### config.mk
export PLATFORM = sky130hd
export DESIGN_NAME = uart_tx_arbiter
export DESIGN_NICKNAME = d
export VERILOG_FILES = /design/src/rtl/uart_tx_arbiter.sv
export SDC_FILE = /design/constraint.sdc
export NUM_CORES = 1
export LEC_CHECK = 0
export BUFFER_PORTS_ARGS = -buffer_cell sky130_fd_sc_hd__clkbuf_2
export CORE_ASPECT_RATIO = 1.4
export CORE_MARGIN = 2
export CORE_UTILIZATION = 52
export DETAILED_ROUTE_END_ITERATION = 8
export GPL_TIMING_DRIVEN = 0
export MAX_ROUTING_LAYER = met4
export PLACE_DENSITY = 0.79
export SETUP_SLACK_MARGIN = 0.5
export SLEW_MARGIN = 20
export SYNTH_ARGS = -nofsm -noshare
export SYNTH_HDL_FRONTEND = slang
export SYNTH_SLANG_ARGS = --single-unit
### constraint.sdc
create_clock -name clk -period 2.2 [get_ports clk]
set_input_delay 0.44 -clock clk [delete_from_list [all_inputs] [get_ports clk]]
set_output_delay 0.44 -clock clk [all_outputs]
set_load 0.02 [all_outputs]
### src/rtl/uart_tx_arbiter.sv
// -----------------------------------------------------------------------------
// uart_tx_arbiter
//
// Shares a single UART transmitter between N_REQ clients. A round-robin
// arbiter picks one requesting client, captures its byte onto the transmitter
// data input, strobes the transmitter start, then waits for the transmitter's
// frame-complete tick and reports completion back to that client. A watchdog
// aborts the grant if the transmitter never reports completion.
//
// Parameters:
//   N_REQ          number of clients (2..8)
//   DATA_SIZE      bits per character
//   TIMEOUT_CYCLES cycles allowed in WAIT before abort, 0 disables the watchdog
//
// Ports:
//   clk          in   system clock, rising edge
//   reset_n      in   asynchronous active-low reset
//   req          in   per-client request level
//   req_data     in   client i byte at [i*DATA_SIZE +: DATA_SIZE]
//   ack          out  one-hot pulse, client byte captured
//   done         out  one-hot pulse, client frame fully sent
//   err          out  one-hot pulse, client transfer aborted by watchdog
//   tx_din       out  byte presented to the transmitter
//   tx_start     out  one-cycle transmitter start strobe
//   tx_done_tick in   frame-complete pulse from the transmitter
//   busy         out  high whenever the sequencer is not idle
// -----------------------------------------------------------------------------
module uart_tx_arbiter #(
    parameter int          N_REQ          = 4,
    parameter int          DATA_SIZE      = 8,
    parameter int unsigned TIMEOUT_CYCLES = 65535
) (
    input  logic                       clk,
    input  logic                       reset_n,
    input  logic [N_REQ-1:0]           req,
    input  logic [N_REQ*DATA_SIZE-1:0] req_data,
    output logic [N_REQ-1:0]           ack,
    output logic [N_REQ-1:0]           done,
    output logic [N_REQ-1:0]           err,
    output logic [DATA_SIZE-1:0]       tx_din,
    output logic                       tx_start,
    input  logic                       tx_done_tick,
    output logic                       busy
);

    localparam int PTR_W = $clog2(N_REQ);
    // A disabled watchdog still keeps a 1-bit counter so the width is legal.
    localparam int WD_W  = (TIMEOUT_CYCLES == 0) ? 1 : $clog2(TIMEOUT_CYCLES + 1);
    localparam logic [WD_W-1:0]  WD_LIMIT = (TIMEOUT_CYCLES == 0) ? '0 : WD_W'(TIMEOUT_CYCLES - 1);
    localparam logic [PTR_W-1:0] LAST_IDX = PTR_W'(N_REQ - 1);

    typedef enum logic [1:0] {
        ST_IDLE,
        ST_LOAD,
        ST_WAIT,
        ST_RELEASE
    } state_t;

    state_t               state_q, state_d;
    logic [PTR_W-1:0]     ptr_q, ptr_d;
    logic [PTR_W-1:0]     owner_q, owner_d;
    logic [WD_W-1:0]      wdog_q, wdog_d;
    logic [DATA_SIZE-1:0] txDin_q, txDin_d;
    logic                 txStart_q, txStart_d;
    logic [N_REQ-1:0]     ack_q, ack_d;
    logic [N_REQ-1:0]     done_q, done_d;
    logic [N_REQ-1:0]     err_q, err_d;

    logic                 winValid;
    logic [PTR_W-1:0]     winIdx;
    logic [PTR_W-1:0]     candIdx;
    logic [DATA_SIZE-1:0] winData;
    logic [N_REQ-1:0]     winOh;
    logic [N_REQ-1:0]     ownerOh;

    // Round-robin search: walk from the highest offset down so the candidate
    // closest to ptr (lowest offset) is the one left standing.
    always_comb begin
        winValid = 1'b0;
        winIdx   = '0;
        candIdx  = '0;
        for (int k = N_REQ - 1; k >= 0; k--) begin
            candIdx = PTR_W'((int'(ptr_q) + k) % N_REQ);
            if (req[candIdx]) begin
                winValid = 1'b1;
                winIdx   = candIdx;
            end
        end
    end

    // Decode the winner and the current owner into byte selects and one-hot
    // vectors using constant indices only.
    always_comb begin
        winData = '0;
        winOh   = '0;
        ownerOh = '0;
        for (int i = 0; i < N_REQ; i++) begin
            if (winIdx == PTR_W'(i)) begin
                winData  = req_data[i*DATA_SIZE +: DATA_SIZE];
                winOh[i] = 1'b1;
            end
            if (owner_q == PTR_W'(i)) begin
                ownerOh[i] = 1'b1;
            end
        end
    end

    // Next-state and registered-output logic. Every pulse output defaults to
    // zero so it lasts exactly one cycle; tx_din holds unless a new grant is made.
    always_comb begin
        state_d   = state_q;
        ptr_d     = ptr_q;
        owner_d   = owner_q;
        wdog_d    = wdog_q;
        txDin_d   = txDin_q;
        txStart_d = 1'b0;
        ack_d     = '0;
        done_d    = '0;
        err_d     = '0;
        case (state_q)
            ST_IDLE: begin
                if (winValid) begin
                    owner_d   = winIdx;
                    txDin_d   = winData;
                    ack_d     = winOh;
                    txStart_d = 1'b1;
                    state_d   = ST_LOAD;
                end
            end
            ST_LOAD: begin
                wdog_d  = '0;
                state_d = ST_WAIT;
            end
            ST_WAIT: begin
                if (wdog_q != '1) begin
                    wdog_d = wdog_q + 1'b1;
                end
                // The done tick is checked first so it wins a tie with the timeout.
                if (tx_done_tick) begin
                    done_d  = ownerOh;
                    state_d = ST_RELEASE;
                end else if ((TIMEOUT_CYCLES != 0) && (wdog_q == WD_LIMIT)) begin
                    err_d   = ownerOh;
                    state_d = ST_RELEASE;
                end
            end
            ST_RELEASE: begin
                ptr_d   = (owner_q == LAST_IDX) ? '0 : owner_q + 1'b1;
                state_d = ST_IDLE;
            end
            default: begin
                state_d = ST_IDLE;
            end
        endcase
    end

    // State register; reset abandons any transfer in flight without reporting it.
    always_ff @(posedge clk or negedge reset_n) begin
        if (!reset_n) begin
            state_q   <= ST_IDLE;
            ptr_q     <= '0;
            owner_q   <= '0;
            wdog_q    <= '0;
            txDin_q   <= '0;
            txStart_q <= 1'b0;
            ack_q     <= '0;
            done_q    <= '0;
            err_q     <= '0;
        end else begin
            state_q   <= state_d;
            ptr_q     <= ptr_d;
            owner_q   <= owner_d;
            wdog_q    <= wdog_d;
            txDin_q   <= txDin_d;
            txStart_q <= txStart_d;
            ack_q     <= ack_d;
            done_q    <= done_d;
            err_q     <= err_d;
        end
    end

    assign ack      = ack_q;
    assign done     = done_q;
    assign err      = err_q;
    assign tx_din   = txDin_q;
    assign tx_start = txStart_q;
    assign busy     = (state_q != ST_IDLE);

endmodule
# After elaboration in Yosys (flattened, before gate mapping)
# Index checks and enable logic that the tools add are counted.
# op_classes
n_addsub,5
n_lt_le_gt_ge,4
muxes,44
eq_ne,14
n_reduce_logical,8
# op_table
op,n
two-way mux 8 bit,4
case mux 16 bit (2 select lines),1
two-way mux 4 bit,7
two-way mux 1 bit,18
"adder 16 x 1 -> 16 bit, second input constant",1
"== test 16 bit, second input constant",1
two-way mux 16 bit,1
two-way mux 2 bit,8
"!= test 16 bit, second input constant",1
"== test 2 bit, second input constant",6
"< comparator 2 x 3 -> 1 bit, second input constant",4
binary-select mux 1 bit (select 2 bit),4
case mux 2 bit (4 select lines),1
"== test 2 x 1 -> 1 bit, second input constant",3
logical NOT 2 bit,3
AND reduction 2 bit,3
"adder 2 x 1 -> 2 bit, second input constant",2
"adder 2 bit, second input constant",2
"!= test 2 bit, second input constant",2
nonzero test 2 bit,2
"!= test 3 bit, second input constant",1
# totals
in_bits,39
ff_bits,43
out_inout_bits,22
elab_cells,84

# Logic depth before layout (Yosys ltp)
# Gate-level depths: netlist (run 1).
# depth
ltp_word,12
mapped_depth,8
mapped_depth_nobuf,7

# Least setup slack after synthesis (run 1)
# No wires, ideal clock.
# synth_timing
kind,reg-to-reg
startpoint,register state_q[0]
endpoint,register wdog_q[14]
path_stages_with_launch,8
setup_time_ps,123
period_less_slack_ps,1643
arrival_ps,1519
slack_ps,557
n_path_buf,1
t_required_ps,2077
path_cell_list,dfrtp_1 -> inv_1 -> ha_1 -> bufbuf_16 -> nand2_1 -> nor4b_4 -> nand3_2 -> mux2i_1
# synth_via
elab_chain_len,3
elab_cells_between_ends,6
cone_classes,eq/ne (3); mux (1); reduce/logical (2)
# synth_rtl
element,line,rtl
start: declaration,59,"state_t state_q, state_d;"
start signal: assignment,170,state_q <= state_d;
== test 2 bit / == test 2 x 1 -> 1 bit (equally long branches),120,case (state_q)
!= test 2 bit (no line) / nonzero test 2 bit (equally long branches),n/a,
AND reduction 2 bit (no line),n/a,
end signal: assignment,173,wdog_q <= wdog_d;
end: declaration,62,"logic [WD_W-1:0] wdog_q, wdog_d;"
# Parallel ways exist; a longest one is shown, timed or not.
# A chain may end at the register's enable or synchronous reset.

# Worst setup path after layout (run 1)
# layout_timing
startpoint,register state_q[0]
endpoint,register wdog_q[6]
# The elaborated chain is that of the path after synthesis.

==> summary.txt, run 1 <==
====================================================================================
Total iterations of the first detailed-routing run ....................            6
Total power after layout ..............................................     3.228 mW
Number of port buffers ................................................           60
Static Leak ...........................................................     1.601 nW
Max-slew headroom .....................................................       37.35%
Worst Path Arrival ....................................................      1.90 ns
CP Launch Type ........................................................     register
Routed Wire Length ....................................................     4.796 mm
Number of enable-type register cells in the synthesized netlist .......            0
Total buffers and inverters traversed by the critical path ............            2
Worst Setup Path Type .................................................   reg -> reg
Launch point of the worst reg-to-reg path .............................   state_q[0]
RSZ-0062 raised after global routing ..................................         true
Remaining number of nets flagged by the antenna check after routing ...            0
Number of unique standard cell types used by synthesis ................           38
Area share of the largest cell type after synthesis ...................       47.59%
Total DRC errors in the routed layout .................................            0
Mean number of vias per cell ..........................................        5.468
Per-instance average area after synthesis .............................    10.87 µm²
Worst-case clock buffer depth .........................................            2
Total number of clock tree sinks ......................................           43
Depth of the CTS H-tree ...............................................            2
Setup crit end kind ...................................................     register
Launching element of the worst setup path .............................   state_q[0]
Kind of path behind the tightest hold check ...........................  in -> async
Highest-count cells in the layout ignoring fill and taps .............. sky130_fd_sc_hd__clkbuf_2, sky130_fd_sc_hd__dfrtp_1, sky130_fd_sc_hd__nand2_1
CP Max Fanout .........................................................           10
N_diodes ..............................................................            0
Post-Route Skew .......................................................  0.009523 ns
Grt met2 use ..........................................................       36.96%
Area Overhead vs Synth ................................................       30.60%
Layout fillers ........................................................          324
Fin Setup TNS .........................................................         0 ns
Total of endpoints with negative setup slack in the final report ......            0
Die Y-Extent ..........................................................     82.02 µm
Count of hold buffers inserted by post-cts repair .....................            0
Worst path cell trace ................................................. inv_2 -> ha_2 -> bufbuf_16 -> nand2_8 -> o311ai_0 -> o31ai_1
Final RePlAce weighted congestion .....................................       0.8104
Status ................................................................ finished clean
Total routing usage reported by global routing ........................       20.19%
Number of buffers created by CTS ......................................            5
Time the final worst path needs with I/O delays and setup .............     1.743 ns
Total congestion overflow after global routing ........................            0
Transition time at the pin with the least slew margin .................    0.9398 ns
CTS tree ..............................................................         done
Horizontal die dimension ..............................................     59.73 µm
Min Hold Slack ........................................................    0.2700 ns
Antenna violations before repair ......................................            0
Largest area contributor in the netlist ............................... sky130_fd_sc_hd__dfrtp_1
Peak supply drop ......................................................     875.7 µV
Area after DPL ........................................................     2618 µm²
DIE AREA ..............................................................     4899 µm²
Reg area ..............................................................     1077 µm²
Hold Fails Final Rpt ..................................................            0
Initial DRC Count .....................................................           42
Number of global-route vias before repair .............................         1713
Ranking of synthesized cells by area .................................. sky130_fd_sc_hd__dfrtp_1, sky130_fd_sc_hd__mux2i_1, sky130_fd_sc_hd__ha_1
Post-detailed-route wirelength per cell ...............................     14.11 µm
Initial standard-cell utilization of the core .........................       53.78%
Met1 Usage GRT ........................................................       21.18%
Timing-limited maximum frequency ......................................   0.5738 GHz
Dominant register cell in the synthesized netlist ..................... sky130_fd_sc_hd__dfrtp_1
Number of placed I/O pins .............................................           61
HPWL after detailed placement .........................................     3.280 mm
Wire length of the first global-routing pass ..........................     7.272 mm
Number of cells produced by synthesis .................................          208
Stage delay of the slowest cell on the critical path ..................      0.43 ns
Site row count ........................................................           28
Global-route layer with the greatest usage ............................         met2
Number of nets at the end of the flow .................................          343
Largest net degree at the start of global routing .....................           44
Via total after detailed routing ......................................         1859
Data required time at the worst endpoint ..............................      2.36 ns
Share of flip-flops with an asynchronous set or reset after synthesis .       100.0%
Synthesized cell area .................................................     2261 µm²
Share of layout cells above drive strength 1 ..........................       40.00%
Top cell family by delay on the critical path ......................... compound AO/OA/AOI/OAI gates
Slowest cell on the critical path ..................................... sky130_fd_sc_hd__o311ai_0
Multi-input combinational cell area ...................................     1162 µm²
Clock transition at path regs .........................................      0.09 ns
Commonest non-fill, non-tap cell in the layout ........................ sky130_fd_sc_hd__clkbuf_2
Number of warnings issued by yosys ....................................            0
Max-Cap Viols .........................................................            0
Portion of the post-synthesis area used by sequential elements ........       47.59%
Core outline area .....................................................     4204 µm²
Fin crit share ........................................................       79.21%
Summed area of non-filler cells in the final layout ...................     2953 µm²
Total count of max-transition violations in the final report ..........            0
Power per unit of standard cell area ..................................  1093 nW/µm²
Met3 layer usage reported by global route .............................       4.409%
Net Count, Synth ......................................................          257
Number of synthesized register bits ...................................           43
Clock insertion delay at the later pin of the skew report .............      0.30 ns
Clock root cell ....................................................... sky130_fd_sc_hd__clkbuf_8
====================================================================================
cell families (layout without fill, tap and decap cells):
family / Yosys count / in the layout / synth area share, %
buf+inv: 14 / 101 / 4.095
compound gates: 21 / 21 / 7.029
xor+xnor: 5 / 5 / 1.937
simple gates: 89 / 89 / 22.19
fa+ha+maj: 10 / 10 / 5.534
flops: 43 / 43 / 47.59
mux: 26 / 26 / 11.62
layout make-up:
class                      count  share of cell area [%]
timing repair buffer          79                   15.08
clock buffer                   5                   2.331
inverter                       8                   1.017
clock inverter                 3                   1.483
multi-input combinational    151                   39.36
sequential                    43                   36.48
buffer                         6                   2.331
tap                           45                   1.907
where the power goes:
group / internal [mW] / switching (mW)
Clock: 0.338 / 0.285
Sequential: 0.993 / 0.151
Combinational: 0.672 / 0.788
Total: 2.00 / 1.22
sequential cells by signal (all words and copies together) (netlist names):
register and flops:
ack 4, owner_q 2, wdog_q 16, done 4, ptr_q 2, tx_din 8
tx_start 1, state_q 2, err 4
per-layer routing:
layer  wire length [µm]  up-vias
li1                   -      906
met1               1864      884
met2               2638       62
met3                216        7
met4                 76        0
met5                  0        -
worst reg2reg max path, stage by stage (launching register included):
cell	delay, ns
sky130_fd_sc_hd__dfrtp_1	0.41
sky130_fd_sc_hd__inv_2	0.07
sky130_fd_sc_hd__ha_2	0.17
sky130_fd_sc_hd__bufbuf_16	0.27
sky130_fd_sc_hd__nand2_8	0.07
sky130_fd_sc_hd__o311ai_0	0.43
sky130_fd_sc_hd__o31ai_1	0.17
Yosys cell counts, drive strengths merged, types with 2 or more instances:
cell    count
a21oi       3
mux2        2
nor2       13
inv         8
nor3        2
and4        2
ha         10
and2        5
o221ai      8
and3       12
nand4       3
nand3       8
nor4        2
o21ai       4
xnor2       2
xor2        3
dfrtp      43
mux2i      24
nand2b      4
nand2      29
nor2b       5
buf         4
path summary, 6_finish.rpt:
check                           cells after the start  slack, ns   endpoint
worst max-delay path                                6       0.46  wdog_q[6]
worst min-delay path                                1       0.27     err[1]
worst max register to register                      6       0.46  wdog_q[6]
worst min register to register                      2       0.50  tx_din[0]
max in group asynchronous                           1       1.29  wdog_q[3]
min in group clk                                    2       0.43    done[3]
repair_timing:
action                     in CTS  in global routing
setup endpoints to repair      19                 20
gates resized for setup         9                 17
buffers inserted                5                 14
pin swaps                       2                  8
metrics by stage:
| stage | std cells | utilization [%] | setup slack (ns) |
|---|---|---|---|
| floorplan | 208 | - | 0.5573 |
| global placement | 313 | 62.26 | 0.3549 |
| detailed placement | 313 | 62.26 | 0.3191 |
| CTS | 326 | 66.49 | 0.5013 |
| global route | 340 | 70.24 | 0.3438 |
| finish | 340 | 70.24 | 0.4573 |
Note: power is estimated with default switching activity, not from simulation.
==> run 2: changes to the inputs <==
ABC_AREA = 1   (was default)
CORE_UTILIZATION = 54   (was 52)
PLACE_DENSITY = 0.8   (was 0.79)
clock period = 1.75 ns   (was 2.2 ns; I/O delays follow)
==> run 2 against run 1 <==
  * The run now ends with setup timing left
  * Total power rose to 2.5 times the previous value
  * Fmax down 14%
  * Clock power up 25%
  * Flip-flop and latch count unchanged
  * Worst hold slack worse by 0.080 ns
  * Design area up 40%
  * Combinational power rose to 4.1 times the previous value
  * Non-clock buffer count up 35
  * First-iteration DRC count rose to 4.0 times the previous value
  * Critical path type unchanged
  * Critical endpoint is now tx_din[3]
  * Largest cell class unchanged
==> summary.txt, run 2 <==
====================================================================================
Status ................................................................ finished with violations
Violations in the final reports ....................................... setup timing
Clock insertion delay at the later pin of the skew report .............      0.31 ns   about the same
Hold Fails Final Rpt ..................................................            0   unchanged
Dominant register cell in the synthesized netlist ..................... sky130_fd_sc_hd__dfrtp_1
Horizontal die dimension ..............................................     62.49 µm   +4.6%
Count of cells along the worst register-to-register path ..............           15   +9
Most used standard cell by instance count after synthesis ............. sky130_fd_sc_hd__nand2_1
Clock transition at path regs .........................................      0.09 ns   about the same
Wire length of the first global-routing pass ..........................     13.19 mm   +81%
Mean number of vias per cell ..........................................        5.834   +6.7%
Highest-count cells in the layout ignoring fill and taps .............. sky130_fd_sc_hd__clkbuf_2, sky130_fd_sc_hd__nand2_1, sky130_fd_sc_hd__dfrtp_1
Flip-flop count of the largest register, all copies and words added ...           16   unchanged
Number of global-route vias before repair .............................         2845   +66%
Total congestion overflow after global routing ........................            0   unchanged
Number of nets at the end of the flow .................................          500   +46%
CTS tree ..............................................................         done
Via total after detailed routing ......................................         2993   +61%
N_diodes ..............................................................            0   unchanged
Number of placed I/O pins .............................................           61   unchanged
Final RePlAce weighted congestion .....................................       0.9276   +14%
DIE AREA ..............................................................     5367 µm²   +9.6%
Remaining number of nets flagged by the antenna check after routing ...            0   unchanged
Setup crit end kind ...................................................     register
CP Max Fanout .........................................................            8   -2
Total number of clock tree sinks ......................................           43   unchanged
Switching pwr .........................................................     4.026 mW   +230%
Layout fillers ........................................................          210   -35%
Power per unit of standard cell area ..................................  1967 nW/µm²   +80%
Total iterations of the first detailed-routing run ....................            5   -1
Count of hold buffers inserted by post-cts repair .....................            0   unchanged
Share of layout cells above drive strength 1 ..........................       55.21%   +15 points
Ranking of synthesized cells by area .................................. sky130_fd_sc_hd__dfrtp_1, sky130_fd_sc_hd__nand2_1, sky130_fd_sc_hd__inv_1
Post-Route Skew .......................................................  0.009094 ns   -0.0004282 ns
Die Y-Extent ..........................................................     85.89 µm   +4.7%
Portion of total power attributed to the clock network ................         9.6%   -9.7 points
Fin crit share ........................................................       115.7%   +37 points
Stage delay of the slowest cell on the critical path ..................      0.38 ns   -0.05 ns
Total buffers and inverters traversed by the critical path ............            5   +3
Area share of the largest cell type after synthesis ...................       41.61%   -6.0 points
Share of flip-flops with an asynchronous set or reset after synthesis .       100.0%   unchanged
Number of enable-type register cells in the synthesized netlist .......            0   unchanged
Total power after layout ..............................................     8.142 mW   +150%
Top cell family by delay on the critical path ......................... simple AND/OR/NAND/NOR gates
Number of buffers created by CTS ......................................            5   unchanged
Worst Path Arrival ....................................................      2.21 ns   +0.31 ns
Initial standard-cell utilization of the core .........................       56.57%   +2.8 points
Max-Cap Viols .........................................................            0   unchanged
Routed Wire Length ....................................................     10.04 mm   +110%
Portion of the post-synthesis area used by sequential elements ........       41.61%   -6.0 points
Per-instance average area after synthesis .............................    7.837 µm²   -28%
Setup slack of the critical path after layout .........................   -0.2753 ns   -0.7327 ns
Number of synthesized register bits ...................................           43   unchanged
Number of cells produced by synthesis .................................          330   +59%
Timing-limited maximum frequency ......................................   0.4937 GHz   -14%
Max-slew headroom .....................................................       36.19%   -1.2 points
Commonest non-fill, non-tap cell in the layout ........................ sky130_fd_sc_hd__clkbuf_2
Total count of max-transition violations in the final report ..........            0   unchanged
Kind of path behind the tightest hold check ...........................  in -> async
Number of port buffers ................................................           60   unchanged
Static Leak ...........................................................     2.110 nW   +32%
Commonest cells in the synthesized netlist ............................ sky130_fd_sc_hd__nand2_1, sky130_fd_sc_hd__dfrtp_1, sky130_fd_sc_hd__inv_1, sky130_fd_sc_hd__nor2_1, sky130_fd_sc_hd__nand3_1
Reg-to-reg endpoint ...................................................    tx_din[3]
CP Launch Type ........................................................     register
Data required time at the worst endpoint ..............................      1.94 ns   -0.42 ns
RSZ-0062 raised after global routing ..................................         true
Total of endpoints with negative setup slack in the final report ......           18   +18
Total DRC errors in the routed layout .................................            0   unchanged
Time the final worst path needs with I/O delays and setup .............     2.025 ns   +0.2827 ns
Core outline area .....................................................     4572 µm²   +8.7%
Worst Setup Slack post-DPL ............................................  -0.08144 ns   -0.4005 ns
Cell occurring most often along the worst timing path ................. sky130_fd_sc_hd__nand2_1
Largest area contributor in the netlist ............................... sky130_fd_sc_hd__dfrtp_1
Antenna violations before repair ......................................            0   unchanged
Register with the most flip-flops .....................................       wdog_q
Depth of the CTS H-tree ...............................................            2   unchanged
Worst-case clock buffer depth .........................................            2   unchanged
HPWL after detailed placement .........................................     4.218 mm   +29%
Worst Setup Path Type .................................................   reg -> reg
Switching part of the total ...........................................       49.45%   +12 points
Area Overhead vs Synth ................................................       60.04%
Setup slack of the worst register-to-register path ....................     -0.28 ns   -0.73 ns
Cell internal power dissipation .......................................     4.116 mW   +110%
Site row count ........................................................           29   +3.6%
Post-detailed-route wirelength per cell ...............................     19.57 µm   +39%
Power share of the combinational group ................................        72.8%   +28 points
Clock root cell ....................................................... sky130_fd_sc_hd__clkbuf_8
Total routing usage reported by global routing ........................       32.25%   +12 points
Sequential share of power .............................................        17.6%   -18 points
Worst path cell trace ................................................. buf_6 -> inv_8 -> nand2_2 -> nand3_2 -> nand2_1 -> inv_2 -> nand2_1 -> nand2_2 -> nand2_4 -> buf_6 -> buf_8 -> nand3_1 -> nand2_1 -> nand2_1 -> nand3_1
Peak supply drop ......................................................      1540 µV   +76%
Final standard cell utilization of the core ...........................       90.53%   +20 points
Transition time at the pin with the least slew margin .................    0.9571 ns   +0.01730 ns
Synthesized cell area .................................................     2586 µm²   +14%
Number of unique standard cell types used by synthesis ................           36   -5.3%
Net Count, Synth ......................................................          379   +47%
Largest net degree at the start of global routing .....................           44   unchanged
Slowest cell on the critical path ..................................... sky130_fd_sc_hd__dfrtp_1
Number of warnings issued by yosys ....................................            0   unchanged
Fin Setup TNS .........................................................    -2.659 ns   -2.659 ns
Initial DRC Count .....................................................          168   +300%
Launch point of the worst reg-to-reg path .............................     ptr_q[0]
====================================================================================
run 2: kinds of logic after synthesis:
logic type / Yosys count / share of synthesized area, %
buffers and inverters: 51 / 9.095
DFF: 43 / 41.61
adders and majority gates: 10 / 4.838
xor gates and xnor gates: 1 / 0.3387
AOI/OAI and AO/OA: 34 / 7.790
and+or+nand+nor: 191 / 36.33
run 2: worst reg2reg max path, cell delays in order, from the launching register on:
cell	delay, ns
sky130_fd_sc_hd__dfrtp_1	0.38
sky130_fd_sc_hd__buf_6	0.16
sky130_fd_sc_hd__inv_8	0.11
sky130_fd_sc_hd__nand2_2	0.09
sky130_fd_sc_hd__nand3_2	0.11
sky130_fd_sc_hd__nand2_1	0.11
sky130_fd_sc_hd__inv_2	0.09
sky130_fd_sc_hd__nand2_1	0.11
sky130_fd_sc_hd__nand2_2	0.13
sky130_fd_sc_hd__nand2_4	0.10
sky130_fd_sc_hd__buf_6	0.13
sky130_fd_sc_hd__buf_8	0.12
sky130_fd_sc_hd__nand3_1	0.06
sky130_fd_sc_hd__nand2_1	0.07
sky130_fd_sc_hd__nand2_1	0.07
sky130_fd_sc_hd__nand3_1	0.08
run 2: cell type report:
| type | instances | area, µm² | area share [%] |
|---|---|---|---|
| clock buffers | 5 | 68.82 | 1.663 |
| multi-input cells | 236 | 1794 | 43.35 |
| inverters | 45 | 198.9 | 4.807 |
| flip-flops and latches | 43 | 1077 | 26.03 |
| repair buffers | 114 | 800.8 | 19.35 |
| well taps | 62 | 77.57 | 1.874 |
| clock inverters | 2 | 37.54 | 0.9069 |
| plain buffers | 6 | 83.83 | 2.025 |
run 2: how the worst max path moves through the flow:
stage                     startpoint  depth (start not counted)   endpoint  slack [ns]
after detailed placement    ptr_q[0]                         13  tx_din[7]       -0.08
after global routing        ptr_q[0]                         15  tx_din[2]       -0.35
final                       ptr_q[0]                         15  tx_din[3]       -0.28
after floorplan             ptr_q[0]                         15  tx_din[0]        0.15
after global placement      ptr_q[0]                         13  tx_din[7]       -0.02
after CTS                   ptr_q[0]                         13  tx_din[7]       -0.05
run 2: routing by layer:
layer,GRT usage [%],wire length (µm)
met1,34.42,3422
met2,59.24,5360
met4,15.76,689
met3,3.412,564
met5,-,0
run 2: per-stage QoR:
| step | cell area [µm²] | cells | hold slack [ns] |
|---|---|---|---|
| 6_report | 4139 | 513 | 0.1897 |
| 3_3_place_gp | 3045 | 452 | 0.4800 |
| 3_5_place_dp | 3045 | 452 | 0.4829 |
| 4_1_cts | 3742 | 498 | 0.2661 |
| 2_1_floorplan | 2668 | 330 | 0.05441 |
| 5_1_grt | 4139 | 513 | 0.2637 |
run 2: power groups by stage:
stage	Sequential, mW	Combinational, mW	Clock (mW)
final	1.43	5.93	0.780
after global routing	1.46	6.26	0.819
after CTS	1.40	4.62	0.758
after detailed placement	1.43	3.44	0
after global placement	1.43	3.37	0
after floorplan	1.60	2.52	0
run 2: timing repair:
action	4_1_cts	5_1_grt
endpoints found under the setup margin	38	38
gates resized for setup	79	61
buffers inserted	36	15
cloned	3	0
pin swaps	37	26
==> run 3: changes to the inputs <==
ABC_AREA = default   (was 1)
CELL_PAD_IN_SITES_DETAIL_PLACEMENT = 1   (was default)
CELL_PAD_IN_SITES_GLOBAL_PLACEMENT = 1   (was default)
CORE_UTILIZATION = 40   (was 54)
PLACE_DENSITY = default   (was 0.8)
PLACE_DENSITY_LB_ADDON = 0.1   (was default)
TNS_END_PERCENT = 50   (was default)
==> run 3 against run 2 <==
  * The flow now finishes without violations
  * Count of clock-buffer cells in the layout grew 1
  * Total power decreased by 38%
  * Clock skew grew 0.0027 ns
  * Global-route usage fell by 9.1 points
  * Combinational power fell by 54%
  * Worst setup slack better by 0.39 ns
  * Non-clock buffer count fell by 13
  * Register-to-register slack better by 0.39 ns
  * Largest cell class unchanged
  * Largest power group unchanged
==> summary.txt, run 3 (synthesis results as in run 1) <==
==================================================================================
Clock transition at path regs .......................................      0.09 ns   about the same
Mean number of vias per cell ........................................        5.330   -8.6%
Launch point of the worst reg-to-reg path ...........................     ptr_q[0]
CTS tree ............................................................         done
Number of global-route vias before repair ...........................         2263   -20%
Cell occurring most often along the worst timing path ............... sky130_fd_sc_hd__buf_6
Total iterations of the first detailed-routing run ..................            4   -1
Highest-count cells in the layout ignoring fill and taps ............ sky130_fd_sc_hd__clkbuf_2, sky130_fd_sc_hd__dfrtp_1, sky130_fd_sc_hd__buf_4
Setup slack of the critical path after layout .......................    0.1110 ns   +0.3863 ns
HPWL after detailed placement .......................................     4.050 mm   -4.0%
Post-Route Skew .....................................................   0.01175 ns   +0.002652 ns
Largest net degree at the start of global routing ...................           44   unchanged
Initial DRC Count ...................................................           65   -61%
Worst Setup Slack post-DPL ..........................................   -0.1927 ns   -0.1113 ns
Initial standard-cell utilization of the core .......................       41.22%   -15 points
Final RePlAce weighted congestion ...................................       0.7467   -20%
Flip-flop count of the largest register, all copies and words added .           16   unchanged
Switching part of the total .........................................       39.63%   -9.8 points
Depth of the CTS H-tree .............................................            2   unchanged
Sequential share of power ...........................................        29.4%   +12 points
Clock insertion delay at the later pin of the skew report ...........      0.30 ns   about the same
Total count of max-transition violations in the final report ........            0   unchanged
Top cell family by delay on the critical path .......................   flip-flops
Reg-to-reg endpoint .................................................    tx_din[1]
Number of placed I/O pins ...........................................           61   unchanged
Cell internal power dissipation .....................................     3.058 mW   -26%
Cells after DPL .....................................................          336   -26%
Portion of total power attributed to the clock network ..............        16.4%   +6.8 points
Final standard cell utilization of the core .........................       64.28%   -26 points
Via total after detailed routing ....................................         2052   -31%
Worst path cell trace ............................................... nor2b_4 -> nand3_2 -> nand4_1 -> buf_6 -> buf_6 -> mux2i_1 -> o221ai_2
Core outline area ...................................................     5485 µm²   +20%
RSZ-0062 raised after global routing ................................         true
Min Hold Slack ......................................................   0.08110 ns   -0.1086 ns
Time the final worst path needs with I/O delays and setup ...........     1.639 ns   -0.3863 ns
Status .............................................................. finished clean
Power share of the combinational group ..............................        54.3%   -19 points
Total congestion overflow after global routing ......................            0   unchanged
Number of nets at the end of the flow ...............................          365   -27%
Static Leak .........................................................     1.774 nW   -16%
Total of endpoints with negative setup slack in the final report ....            0   -18
Commonest non-fill, non-tap cell in the layout ...................... sky130_fd_sc_hd__clkbuf_2
N_diodes ............................................................            0   unchanged
Antenna violations before repair ....................................            0   unchanged
CP Launch Type ......................................................     register
Remaining number of nets flagged by the antenna check after routing .            0   unchanged
Hold Fails Final Rpt ................................................            0   unchanged
Count of cells along the worst register-to-register path ............            7   -8
Die Y-Extent ........................................................     92.96 µm   +8.2%
Transition time at the pin with the least slew margin ...............    0.6212 ns   -0.3360 ns
Total number of clock tree sinks ....................................           43   unchanged
DIE AREA ............................................................     6278 µm²   +17%
Data required time at the worst endpoint ............................      1.92 ns   -0.02 ns
Max-Cap Viols .......................................................            0   unchanged
Fin crit share ......................................................       93.66%   -22 points
Total DRC errors in the routed layout ...............................            0   unchanged
Post-route insts no fill ............................................          385   -25%
Total routing usage reported by global routing ......................       23.16%   -9.1 points
Timing-limited maximum frequency ....................................   0.6101 GHz   +24%
Power per unit of standard cell area ................................  1437 nW/µm²   -27%
Worst-case clock buffer depth .......................................            2   unchanged
Site row count ......................................................           32   +10%
Max-slew headroom ...................................................       58.59%   +22 points
Share of layout cells above drive strength 1 ........................       57.41%   +2.2 points
Wire length of the first global-routing pass ........................     10.60 mm   -20%
Switching pwr .......................................................     2.008 mW   -50%
Area Overhead vs Synth ..............................................       55.95%
Clock root cell ..................................................... sky130_fd_sc_hd__clkbuf_8
Worst Path Arrival ..................................................      1.81 ns   -0.40 ns
Setup crit end kind .................................................     register
Stage delay of the slowest cell on the critical path ................      0.43 ns   +0.05 ns
Worst Setup Path Type ...............................................   reg -> reg
Setup slack of the worst register-to-register path ..................      0.11 ns   +0.39 ns
Register with the most flip-flops ...................................       wdog_q
Layout fillers ......................................................          585   +180%
Number of buffers created by CTS ....................................            5   unchanged
Fin Setup TNS .......................................................         0 ns   +2.659 ns
Routed Wire Length ..................................................     7.354 mm   -27%
Horizontal die dimension ............................................     67.54 µm   +8.1%
Peak supply drop ....................................................     787.0 µV   -49%
Kind of path behind the tightest hold check .........................  in -> async
Slowest cell on the critical path ................................... sky130_fd_sc_hd__dfrtp_2
Post-detailed-route wirelength per cell .............................     19.10 µm   -2.4%
Number of port buffers ..............................................           60   unchanged
Total buffers and inverters traversed by the critical path ..........            2   -3
CP Max Fanout .......................................................            5   -3
==================================================================================
## run 3: what timing repair did
action | in CTS | in global routing
endpoints found under the setup margin | 37 | 38
gates cloned | 2 | 2
hold buffers | 0 | 0
pin swaps | 24 | 16
resized for setup | 53 | 33
setup buffers | 33 | 4
hold endpoints to repair | 0 | 0
## run 3: worst max path at each step
stage	from	to	slack, ns	cells past startpoint
after floorplan	wdog_q[2]	state_q[1]	0.19	5
after global placement	req[0]	tx_din[7]	-0.19	6
after detailed placement	req[0]	tx_din[0]	-0.19	6
after CTS	wdog_q[4]	state_q[1]	0.16	5
after global routing	ptr_q[0]	tx_din[1]	0.06	7
final	ptr_q[0]	tx_din[1]	0.11	7
## run 3: layout make-up
type	count	area (µm²)	area share, %
Clock buffer	6	82.58	2.342
Sequential cell	43	1084	30.73
Buffer	6	86.33	2.449
Inverter	8	30.03	0.8517
Tap cell	68	85.08	2.413
Clock inverter	2	35.03	0.9936
Multi-Input combinational cell	151	1450	41.13
Timing Repair Buffer	101	673.1	19.09
## run 3: worst reg2reg max path, delay by kind of cell (launching register included)
family	cells	cell delay, ns
AOI/OAI and AO/OA	1	0.13
muxes	1	0.26
and+or+nand+nor	3	0.37
DFF	1	0.43
buffers and inverters	2	0.31
## run 3: per-stage QoR
step                      area (µm²)  power (mW)
after floorplan                 2320       2.682
after global placement          2705       3.158
after detailed placement        2708       3.222
after CTS                       3319       4.710
after global routing            3526       5.346
final                           3526       5.066
## run 3: power groups by stage
stage                     logic (mW)  registers, mW  clock network (mW)
after global placement          1.69           1.47                   0
after floorplan                 1.08           1.60                   0
after detailed placement        1.74           1.48                   0
final                           2.75           1.49               0.828
after global routing            2.94           1.52               0.886
after CTS                       2.42           1.45               0.841
## run 3: per-layer routing
metal / vias to the layer above / GRT usage [%] / share of wire, %
met5: - / - / 0
met4: 0 / 5.442 / 2.4
met3: 17 / 3.524 / 3.2
met2: 63 / 43.79 / 58
met1: 1021 / 24.20 / 36
li1: 951 / - / -
